## config.mk

```make
export PLATFORM = sky130hd
export DESIGN_NAME = imem_arbiter
export DESIGN_NICKNAME = d
export VERILOG_FILES = /design/src/rtl/imem_arbiter_pkg.sv /design/src/rtl/imem_ready_sync.sv /design/src/rtl/imem_arbiter.sv
export SDC_FILE = /design/constraint.sdc
export NUM_CORES = 1
export LEC_CHECK = 0
export CAP_MARGIN = 5
export CORE_MARGIN = 4
export CORE_UTILIZATION = 37
export CTS_BUF_LIST = sky130_fd_sc_hd__clkbuf_4 sky130_fd_sc_hd__clkbuf_8
export DETAILED_ROUTE_END_ITERATION = 7
export PLACE_DENSITY_LB_ADDON = 0.12
export SLEW_MARGIN = 20
export SYNTH_ARGS = -nofsm -noshare
export SYNTH_HDL_FRONTEND = slang
export SYNTH_SLANG_ARGS = --single-unit
```

## constraint.sdc

```tcl
create_clock -name clk -period 1.2 [get_ports clk]
set_input_delay 0.12 -clock clk [delete_from_list [all_inputs] [get_ports clk]]
set_output_delay 0.12 -clock clk [all_outputs]
set_load 0.005 [all_outputs]
```

## src/rtl/imem_arbiter_pkg.sv

```systemverilog
//======================================================================
// imem_arbiter_pkg : shared types and helpers for the imem arbiter
// Revision 1.0
//======================================================================
`default_nettype none

package imem_arbiter_pkg;

   typedef enum logic [1:0] {
      IDLE = 2'd0,
      WAIT = 2'd1,
      GAP  = 2'd2
   } state_t;

   localparam logic PORT_FETCH = 1'b0;
   localparam logic PORT_LOAD  = 1'b1;

   // Round-robin pick: on contention the port not granted last wins.
   function automatic logic rr_pick(input logic r0, input logic r1, input logic last);
      if (r0 && r1)
         return ~last;
      return r1 ? PORT_LOAD : PORT_FETCH;
   endfunction

endpackage

`default_nettype wire

```

## src/rtl/imem_ready_sync.sv

```systemverilog
//======================================================================
// imem_ready_sync : 2-flop synchroniser plus edge flop, rising-edge out
// Revision 1.0
//======================================================================
`default_nettype none

module imem_ready_sync (
   input  logic clk,
   input  logic rst_n,
   input  logic async_in,
   output logic rise
);

   logic sync1;
   logic sync2;
   logic sync3;

   always_ff @(posedge clk or negedge rst_n) begin
      if (!rst_n) begin
         sync1 <= 1'b0;
         sync2 <= 1'b0;
         sync3 <= 1'b0;
      end else begin
         sync1 <= async_in;
         sync2 <= sync1;
         sync3 <= sync2;
      end
   end

   assign rise = sync2 & ~sync3;

endmodule

`default_nettype wire

```

## src/rtl/imem_arbiter.sv

```systemverilog
//======================================================================
// imem_arbiter : two-port round-robin arbiter / sequencer for the
// async-handshake instruction memory. Optional: IMEM_ARB_TIMEOUT_EN.
// Revision 1.0
//======================================================================
`default_nettype none

module imem_arbiter
   import imem_arbiter_pkg::*;
#(
   parameter int DATA_W         = 8,
   parameter int ADDR_W         = 12,
   parameter int TIMEOUT_CYCLES = 64
) (
   input  logic              clk,
   input  logic              rst_n,
   input  logic              req0,
   input  logic [ADDR_W-1:0] addr0,
   input  logic              req1,
   input  logic [ADDR_W-1:0] addr1,
   output logic              ack0,
   output logic              ack1,
   output logic [DATA_W-1:0] rdata,
   output logic              err,
   output logic              busy,
   output logic              mem_cs,
   output logic              mem_rd,
   output logic [ADDR_W-1:0] mem_addr,
   input  logic [DATA_W-1:0] mem_data,
   input  logic              mem_ready
);

   state_t state;
   logic   grant;        // doubles as the round-robin "last granted" pointer
   logic   ready_rise;
   logic   any_req;
   logic   pick;

   if (TIMEOUT_CYCLES < 1) begin : g_timeout_range
      $error("TIMEOUT_CYCLES must be at least 1");
   end

   imem_ready_sync u_ready_sync (
      .clk      (clk),
      .rst_n    (rst_n),
      .async_in (mem_ready),
      .rise     (ready_rise)
   );

   assign any_req = req0 | req1;
   assign pick    = rr_pick(req0, req1, grant);
   assign mem_rd  = mem_cs;

`ifdef IMEM_ARB_TIMEOUT_EN
   localparam int CNT_W = $clog2(TIMEOUT_CYCLES + 1);
   logic [CNT_W-1:0] wait_cnt;
   logic             err_q;
   assign err = err_q;
`else
   assign err = 1'b0;
`endif

   always_ff @(posedge clk or negedge rst_n) begin
      if (!rst_n) begin
         state    <= IDLE;
         grant    <= PORT_LOAD;
         mem_cs   <= 1'b0;
         mem_addr <= '0;
         rdata    <= '0;
         ack0     <= 1'b0;
         ack1     <= 1'b0;
         busy     <= 1'b0;
`ifdef IMEM_ARB_TIMEOUT_EN
         wait_cnt <= '0;
         err_q    <= 1'b0;
`endif
      end else begin
         ack0 <= 1'b0;
         ack1 <= 1'b0;
`ifdef IMEM_ARB_TIMEOUT_EN
         err_q <= 1'b0;
`endif
         unique case (state)
            // GAP already holds cs low for its one cycle, so it may grant directly.
            IDLE, GAP: begin
               if (any_req) begin
                  mem_addr <= (pick == PORT_LOAD) ? addr1 : addr0;
                  mem_cs   <= 1'b1;
                  grant    <= pick;
                  busy     <= 1'b1;
                  state    <= WAIT;
`ifdef IMEM_ARB_TIMEOUT_EN
                  wait_cnt <= '0;
`endif
               end else begin
                  busy  <= 1'b0;
                  state <= IDLE;
               end
            end
            WAIT: begin
               if (ready_rise) begin
                  rdata  <= mem_data;
                  ack0   <= (grant == PORT_FETCH);
                  ack1   <= (grant == PORT_LOAD);
                  mem_cs <= 1'b0;
                  state  <= GAP;
               end
`ifdef IMEM_ARB_TIMEOUT_EN
               else if (wait_cnt == CNT_W'(TIMEOUT_CYCLES - 1)) begin
                  rdata  <= '0;
                  ack0   <= (grant == PORT_FETCH);
                  ack1   <= (grant == PORT_LOAD);
                  err_q  <= 1'b1;
                  mem_cs <= 1'b0;
                  state  <= GAP;
               end else begin
                  wait_cnt <= wait_cnt + 1'b1;
               end
`endif
            end
            default: begin
               mem_cs <= 1'b0;
               busy   <= 1'b0;
               state  <= IDLE;
            end
         endcase
      end
   end

endmodule

`default_nettype wire

```

* After elaboration in Yosys (flattened, before gate mapping)
Cells that the tools add are included.
** Word-level totals
- Register bits :: 30
- Input port bits :: 37
- Output and inout port bits :: 26
- Word-level logic and storage cells :: 42
** Operators by class
- Eq/ne operators :: 4
- Muxes and demuxes :: 17
- Bitwise gates (word level) :: 4
- Reduce and logical (&&, ||, !) cells :: 6
** Operators with widths (count)
- 1-bit 2-to-1 mux :: 12
- 12-bit 2-to-1 mux :: 1
- 2-bit AND reduction :: 3
- 2-bit inequality test, second input constant :: 2
- 1-bit case mux with 2 select lines :: 2
- 2-bit case mux with 2 select lines :: 1
- 2-bit by 1-bit == test with 1-bit output, second input constant :: 1
- 2-bit == test, second input constant :: 1
- 2-bit logical NOT :: 1
- 2-bit 2-to-1 mux :: 1
- 1-bit NOT :: 2
- 2-bit OR reduction :: 1
- 1-bit AND :: 1
- 1-bit logical AND :: 1
- 1-bit OR :: 1

* Logic depth before layout (Yosys ltp)
Gate-level depths: netlist (run 1).
- Word-level depth :: 4
- Depth in mapped cells :: 5
- Mapped depth without buffers :: 3

* Hierarchy
A second synthesis (run 1) with hierarchy kept.
** Second synthesis, totals
- Cells, all modules :: 111
- Area total of the unflattened synthesis :: 1252.5 µm²
** Modules (own cells, without submodules)
- imem_arbiter :: instances 1, cells an instance 107, area each 1163.6 µm², seq. area each 676.9 µm²
- imem_ready_sync :: instances 1, cells an instance 4, area each 88.8 µm², seq. area each 75.1 µm²

* Worst setup path after synthesis (run 1)
OpenSTA, ideal clock, no wires.
- Path kind :: reg-to-reg
- From :: register state[1]
- To :: register rdata[0]
- Data arrival time :: 1110 ps
- Setup slack :: -35 ps
- Stages on the path, launching flop included :: 5
- Cell sequence :: dfrtp_1 > nand2b_2 > nor2b_4 > buf_8 > mux2_4
** Between the ends
- Longest elaborated chain between the ends :: 2
** RTL lines
- start, declared :: RTL line imem_arbiter.sv:33 : state_t state;
- start signal, assigned :: RTL line imem_arbiter.sv:65 : state <= IDLE;
- start signal, assigned :: RTL line imem_arbiter.sv:91 : state <= WAIT;
- start signal, assigned :: RTL line imem_arbiter.sv:97 : state <= IDLE;
- 2-bit by 1-bit == test with 1-bit output :: RTL line imem_arbiter.sv:83 : unique case (state)
- 2-bit AND reduction (no line)
- end signal, assigned :: RTL line imem_arbiter.sv:102 : rdata <= mem_data;
- end, declared :: RTL line imem_arbiter.sv:23 : output logic [DATA_W-1:0] rdata,
Every way passes these cells.
A chain may end at the register's enable or synchronous reset.

* Worst setup path in the final report (run 1)
- From :: register u_ready_sync.sync3
- To :: register rdata[1]
** Between the ends
- Longest elaborated chain between the ends :: 3
** RTL lines
- start, declared :: RTL line imem_ready_sync.sv:16 : logic sync3;
- start signal, assigned :: RTL line imem_ready_sync.sv:26 : sync3 <= sync2;
- 1-bit NOT :: RTL line imem_ready_sync.sv:30 : assign rise = sync2 & ~sync3;
- 1-bit AND :: RTL line imem_ready_sync.sv:30
- 2-bit AND reduction (no line)
Every way passes these cells.

==> results of run 1 <==
final cells by class:
type	count	area share (%)
flip-flops and latches	30	35.7
repair buffers	76	34.4
multi-input cells	73	23.1
clock buffers	8	3.74
well taps	46	2.73
inverters	2	0.356
synth_stat cells:
master    instances  area (sq um)
dfrtp_1          29           726
nand2_1          24          90.1
a31oi_1          13          81.3
nor2_1           12          45.0
mux2_4            7           105
buf_4             4          30.0
buf_6             3          33.8
inv_1             2          7.51
nor2b_4           2          27.5
o21bai_1          2          15.0
a21bo_2           1          10.0
a21boi_2          1          11.3
a21o_1            1          7.51
a21oi_1           1          5.00
and2_1            1          6.26
buf_8             1          15.0
conb_1            1          3.75
dfstp_2           1          26.3
mux2_2            1          11.3
nand2b_2          1          8.76
nor2b_1           1          6.26
o21ai_0           1          5.00
o21ba_4           1          16.3
kinds of logic after synthesis:
family	Yosys count	share of synthesized area, %
DFF	30	58.1
and+or+nand+nor	41	14.2
other	1	0.290
AOI/OAI and AO/OA	21	11.7
muxes	8	8.99
buffers and inverters	10	6.67
what timing repair did:
| action | 4_1_cts | 5_1_grt |
|---|---|---|
| cloned | 1 | 1 |
| endpoints found under the setup margin | 43 | 13 |
| setup buffers | 5 | 5 |
| resized for setup | 27 | 2 |
| pin swaps | 0 | 0 |
per-layer routing:
metal	track usage (%)	share of wire, %	vias up
li1	-	-	524
met1	16.3	41	501
met2	24.4	48	53
met3	5.66	8.8	8
met4	7.59	1.8	0
met5	0	0	-
worst paths after layout:
| path | start | end | slack (ns) | cells after the start |
|---|---|---|---|---|
| worst max-delay path | u_ready_sync.sync3$_DFF_PN0_ | rdata[1]$_DFFE_PN0P_ | -0.05 | 4 |
| worst min-delay path | rst_n | mem_addr[11]$_DFFE_PN0P_ | 0.16 | 2 |
| worst max register to register | u_ready_sync.sync3$_DFF_PN0_ | rdata[1]$_DFFE_PN0P_ | -0.05 | 4 |
| worst min register to register | u_ready_sync.sync1$_DFF_PN0_ | u_ready_sync.sync2$_DFF_PN0_ | 0.36 | 0 |
| max in group asynchronous | rst_n | grant$_DFFE_PN1P_ | 0.81 | 2 |
| min in group clk | mem_ready | u_ready_sync.sync1$_DFF_PN0_ | 0.23 | 1 |
state kept, by name (all words and copies together), names as in the netlist:
register and cells:
ack1 1, busy 1, mem_cs 1, rdata 8
u_ready_sync.sync3 1, mem_addr 12, grant 1, u_ready_sync.sync1 1
ack0 1, u_ready_sync.sync2 1, state 2
critical path: cells and delay by family, from the launching register on:
family,cells,cell delay (ns)
buffers and inverters,1,0.15
muxes,1,0.30
and+or+nand+nor,2,0.29
DFF,1,0.40
where the power goes:
part / internal [mW] / total (mW) / switching [mW] / leakage, nW
registers: 1.45 / 1.71 / 0.254 / 0.347
clock network: 0.400 / 0.724 / 0.324 / 0.0446
logic: 1.14 / 1.86 / 0.718 / 0.573
total: 3.00 / 4.29 / 1.30 / 0.964
metrics by stage:
stage | power (mW) | cells | worst slack, ns | hold slack [ns] | setup TNS (ns)
2_1_floorplan | 2.62 | 111 | -0.00553 | -0.176 | -0.0387
3_3_place_gp | 3.61 | 215 | -0.102 | 0.333 | -1.41
3_5_place_dp | 3.68 | 215 | -0.210 | 0.336 | -2.58
4_1_cts | 4.28 | 229 | -0.0883 | 0.154 | -0.629
5_1_grt | 4.60 | 235 | -0.0953 | 0.149 | -0.711
6_report | 4.29 | 235 | -0.0550 | 0.157 | -0.378
==> impl_metrics.ini, run 1 <==
[layout]
final_common_cell = clkdlybuf4s50_1
multiInputGateArea_sq_um = 487
final_area_sq_um = 2110
mostFrequentLayoutCells = clkdlybuf4s50_1 (36), dfrtp_1 (28), nand2_1 (24), dlygate4sd2_1 (24), a31oi_1 (13)
drive_gt1_share_pct = 22.2
num_antenna_cells = 0
layout.nets = 225
final_util_pct = 62.7
fillCellCount = 311
areaGrowthSynthToFinish_pct = 63.1
layout.area.seq_sq_um = 753

[critical_path]
crit_top_cell = nor2b_4
cp-end-kind = register
crit_chain = nor2b_4 -> nor2b_4 -> buf_12 -> mux2_4
cp.required_ns = 1.40
arrival_ns = 1.46
cp-start-kind = register
worst-setup-path-type = reg -> reg
cp_max_fo = 9
slowest_delay_ns = 0.40
cp_slowest_cell = dfrtp_1

[drt]
vias_per_cell = 4.62
drc = 0
via_count = 1086
ant_nets = 0
dr.first_iter.drc_count = 27
dr.pass1.iters = 5
wire_per_inst_um = 13.7
totalWireLength_um = 3210

[grt]
grt_max_degree = 31
grt_pass1_vias = 1074
grt_pass1_wl_um = 4830
grt_usage_pct = 14.7
grt_overflow = 0
antenna_found_initial = 0

[run]
drv_cap = 0

[sta]
timing.fmax_mhz = 797
finalSetupViolCount = 8
drv_slew = 0
hold_viol = 0
period_needed_ns = 1.25
rsz0062_at_grt = true
min_period_over_period_pct = 105
worst_slack_ns = -0.0550
finalClockSkew_ns = 0.00636

[clock_network]
clk_path_buf_depth = 2
cts_buffers = 5
tritoncts = built
insertion_delay_ns = 0.32
cts_hold_buf = 0
cts_max_level = 2
clk_pin_slew_worst_paths_ns = 0.09
cts_root_buf = clkbuf_4
clkSinkCount = 30

[floorplan]
fp.dieH_um = 67.1
io_pins = 63
dieArea_sq_um = 4510
core.rowCount = 21
core_area_sq_um = 3360
die_w_um = 67.1
initial_core_util_pct = 38.5

[logic_synthesis]
syn_area_per_cell_sq_um = 11.7
synth_area_sq_um = 1290
ys_types = 23
yosysWarnings = 0
synth.net_count = 148
ys_seq_area_share_pct = 58.1
syn-instance-count = 111
ys_ff_latch = 30

[placed_design]
place_area_sq_um = 1960
port_buffers = 61
dp_hpwl_um = 2160
place_congestion = 0.650

[pwr]
power.density_nw_per_um2 = 2040
ir_drop_v = 0.000948
leakagePower_nw = 0.964

[status]
violations = negative setup slack
status = finished, violations left

[hold_path]
hold_path_class = in -> async
No activity file was read; power rests on OpenSTA's default activity.
==> run 2: changes to the inputs <==
--- a/config.mk
+++ b/config.mk
@@ -11,6 +11,7 @@
 export CTS_BUF_LIST = sky130_fd_sc_hd__clkbuf_4 sky130_fd_sc_hd__clkbuf_8
 export DETAILED_ROUTE_END_ITERATION = 7
 export PLACE_DENSITY_LB_ADDON = 0.12
+export REMOVE_ABC_BUFFERS = 1
 export SLEW_MARGIN = 20
 export SYNTH_ARGS = -nofsm -noshare
 export SYNTH_HDL_FRONTEND = slang
==> impl_metrics.ini, run 2 (same netlist as run 1, synthesis figures left out) <==
[clock_network]
cts_max_level = 2
cts_buffers = 5
cts_root_buf = clkbuf_4
clkSinkCount = 30
clk_pin_slew_worst_paths_ns = 0.09
clk_path_buf_depth = 2
tritoncts = built
cts_hold_buf = 0
insertion_delay_ns = 0.33

[layout]
fillCellCount = 318
drive_gt1_share_pct = 19.9
mostFrequentLayoutCells = clkdlybuf4s50_1 (36), dfrtp_1 (29), nand2_1 (24), dlygate4sd2_1 (24), a31oi_1 (13)
final_common_cell = clkdlybuf4s50_1
layout.nets = 222
top_regs = mem_addr (12), rdata (8), state (2)
num_antenna_cells = 0
largest_register_ffs = 12
areaGrowthSynthToFinish_pct = 60.3
regMostFlops = mem_addr

[sta]
period_needed_ns = 1.25
finalClockSkew_ns = 0.00744
hold_viol = 0
finalSetupTns_ns = -0.414
worst_slack_ns = -0.0537
min_period_over_period_pct = 104
hold_slack_ns = 0.134
rsz0062_at_grt = true
drv_slew = 0
timing.fmax_mhz = 798
finalSetupViolCount = 8

[drt]
wire_per_inst_um = 12.9
dr.first_iter.drc_count = 21
via_count = 1069
vias_per_cell = 4.61
dr.pass1.iters = 4
ant_nets = 0
totalWireLength_um = 3000
drc = 0

[grt]
antenna_found_initial = 0
grt_max_degree = 28
grt_usage_pct = 14.1
grt_pass1_wl_um = 4620
grt_pass1_vias = 1025
grt_overflow = 0

[floorplan]
die_w_um = 67.1
io_pins = 63
core.rowCount = 21
initial_core_util_pct = 38.5
fp.dieH_um = 67.1
core_area_sq_um = 3360
dieArea_sq_um = 4510

[placed_design]
port_buffers = 61
place_congestion = 0.704

[run]
drv_cap = 0

[critical_path]
slowest_delay_ns = 0.41
worst-setup-path-type = reg -> reg
crit_chain = nor2b_4 -> nor2b_4 -> buf_12 -> mux2_4
cp-end-kind = register
critPathBufInv = 1
cp.required_ns = 1.41
crit_top_cell = nor2b_4
cp_max_fo = 9
cp_slowest_cell = dfrtp_1
reg2reg_setup_slack_ns = -0.05
arrival_ns = 1.46
cp-start-kind = register
cp_top_family = flip-flops

[status]
status = finished, violations left
violations = negative setup slack

[pwr]
power_mw = 4.19
leakagePower_nw = 0.946
power.density_nw_per_um2 = 2020
ir_drop_v = 0.00102

[hold_path]
hold_path_class = in -> async
[run 2: repair_timing]
item	CTS	global route
cloned	0	1
endpoints found under the setup margin	35	22
setup buffers	5	1
resized for setup	29	1
[run 2: path summary, 6_finish.rpt]
path,startpoint,to,cells after the start
worst min register to register,u_ready_sync.sync1$_DFF_PN0_,u_ready_sync.sync2$_DFF_PN0_,0
min in group clk,mem_ready,u_ready_sync.sync1$_DFF_PN0_,1
worst min-delay path,rst_n,mem_addr[0]$_DFFE_PN0P_,2
max in group asynchronous,rst_n,grant$_DFFE_PN1P_,2
worst max register to register,u_ready_sync.sync3$_DFF_PN0_,rdata[4]$_DFFE_PN0P_,4
worst max-delay path,u_ready_sync.sync3$_DFF_PN0_,rdata[4]$_DFFE_PN0P_,4
[run 2: per-stage QoR]
| stage | cells | worst slack, ns | cell area, sq um | utilization, % |
|---|---|---|---|---|
| floorplan | 103 | -0.116 | 1210 | - |
| finish | 232 | -0.0537 | 2070 | 61.6 |
| global route | 232 | -0.109 | 2070 | 61.6 |
| detailed placement | 217 | -0.165 | 1960 | 58.3 |
| CTS | 230 | -0.0553 | 2050 | 60.9 |
| global placement | 217 | -0.0966 | 1960 | 58.3 |
[run 2: power by group]
part / switching (mW) / total (mW) / internal [mW]
registers: 0.243 / 1.69 / 1.45
clock network: 0.322 / 0.656 / 0.334
logic: 0.690 / 1.85 / 1.16
total: 1.26 / 4.19 / 2.94
[run 2: worst register-to-register path, delay by kind of cell (launching register included)]
| family | cells | cell delay [ns] |
|---|---|---|
| simple gates | 2 | 0.29 |
| mux | 1 | 0.30 |
| buf+inv | 1 | 0.14 |
| flops | 1 | 0.41 |
[run 2: area by class of cell]
cell class	instances	area [sq um]	area share, %
Clock buffer	8	66.3	3.20
Sequential cell	30	752	36.3
Timing Repair Buffer	74	703	33.9
Multi-Input combinational cell	72	487	23.5
Inverter	2	7.51	0.362
Tap cell	46	57.6	2.78
[run 2: routing by layer]
layer	wire (um)	track usage, %
met3	263	6.32
met4	51	6.08
met5	0	0
met1	1300	17.0
met2	1390	21.8
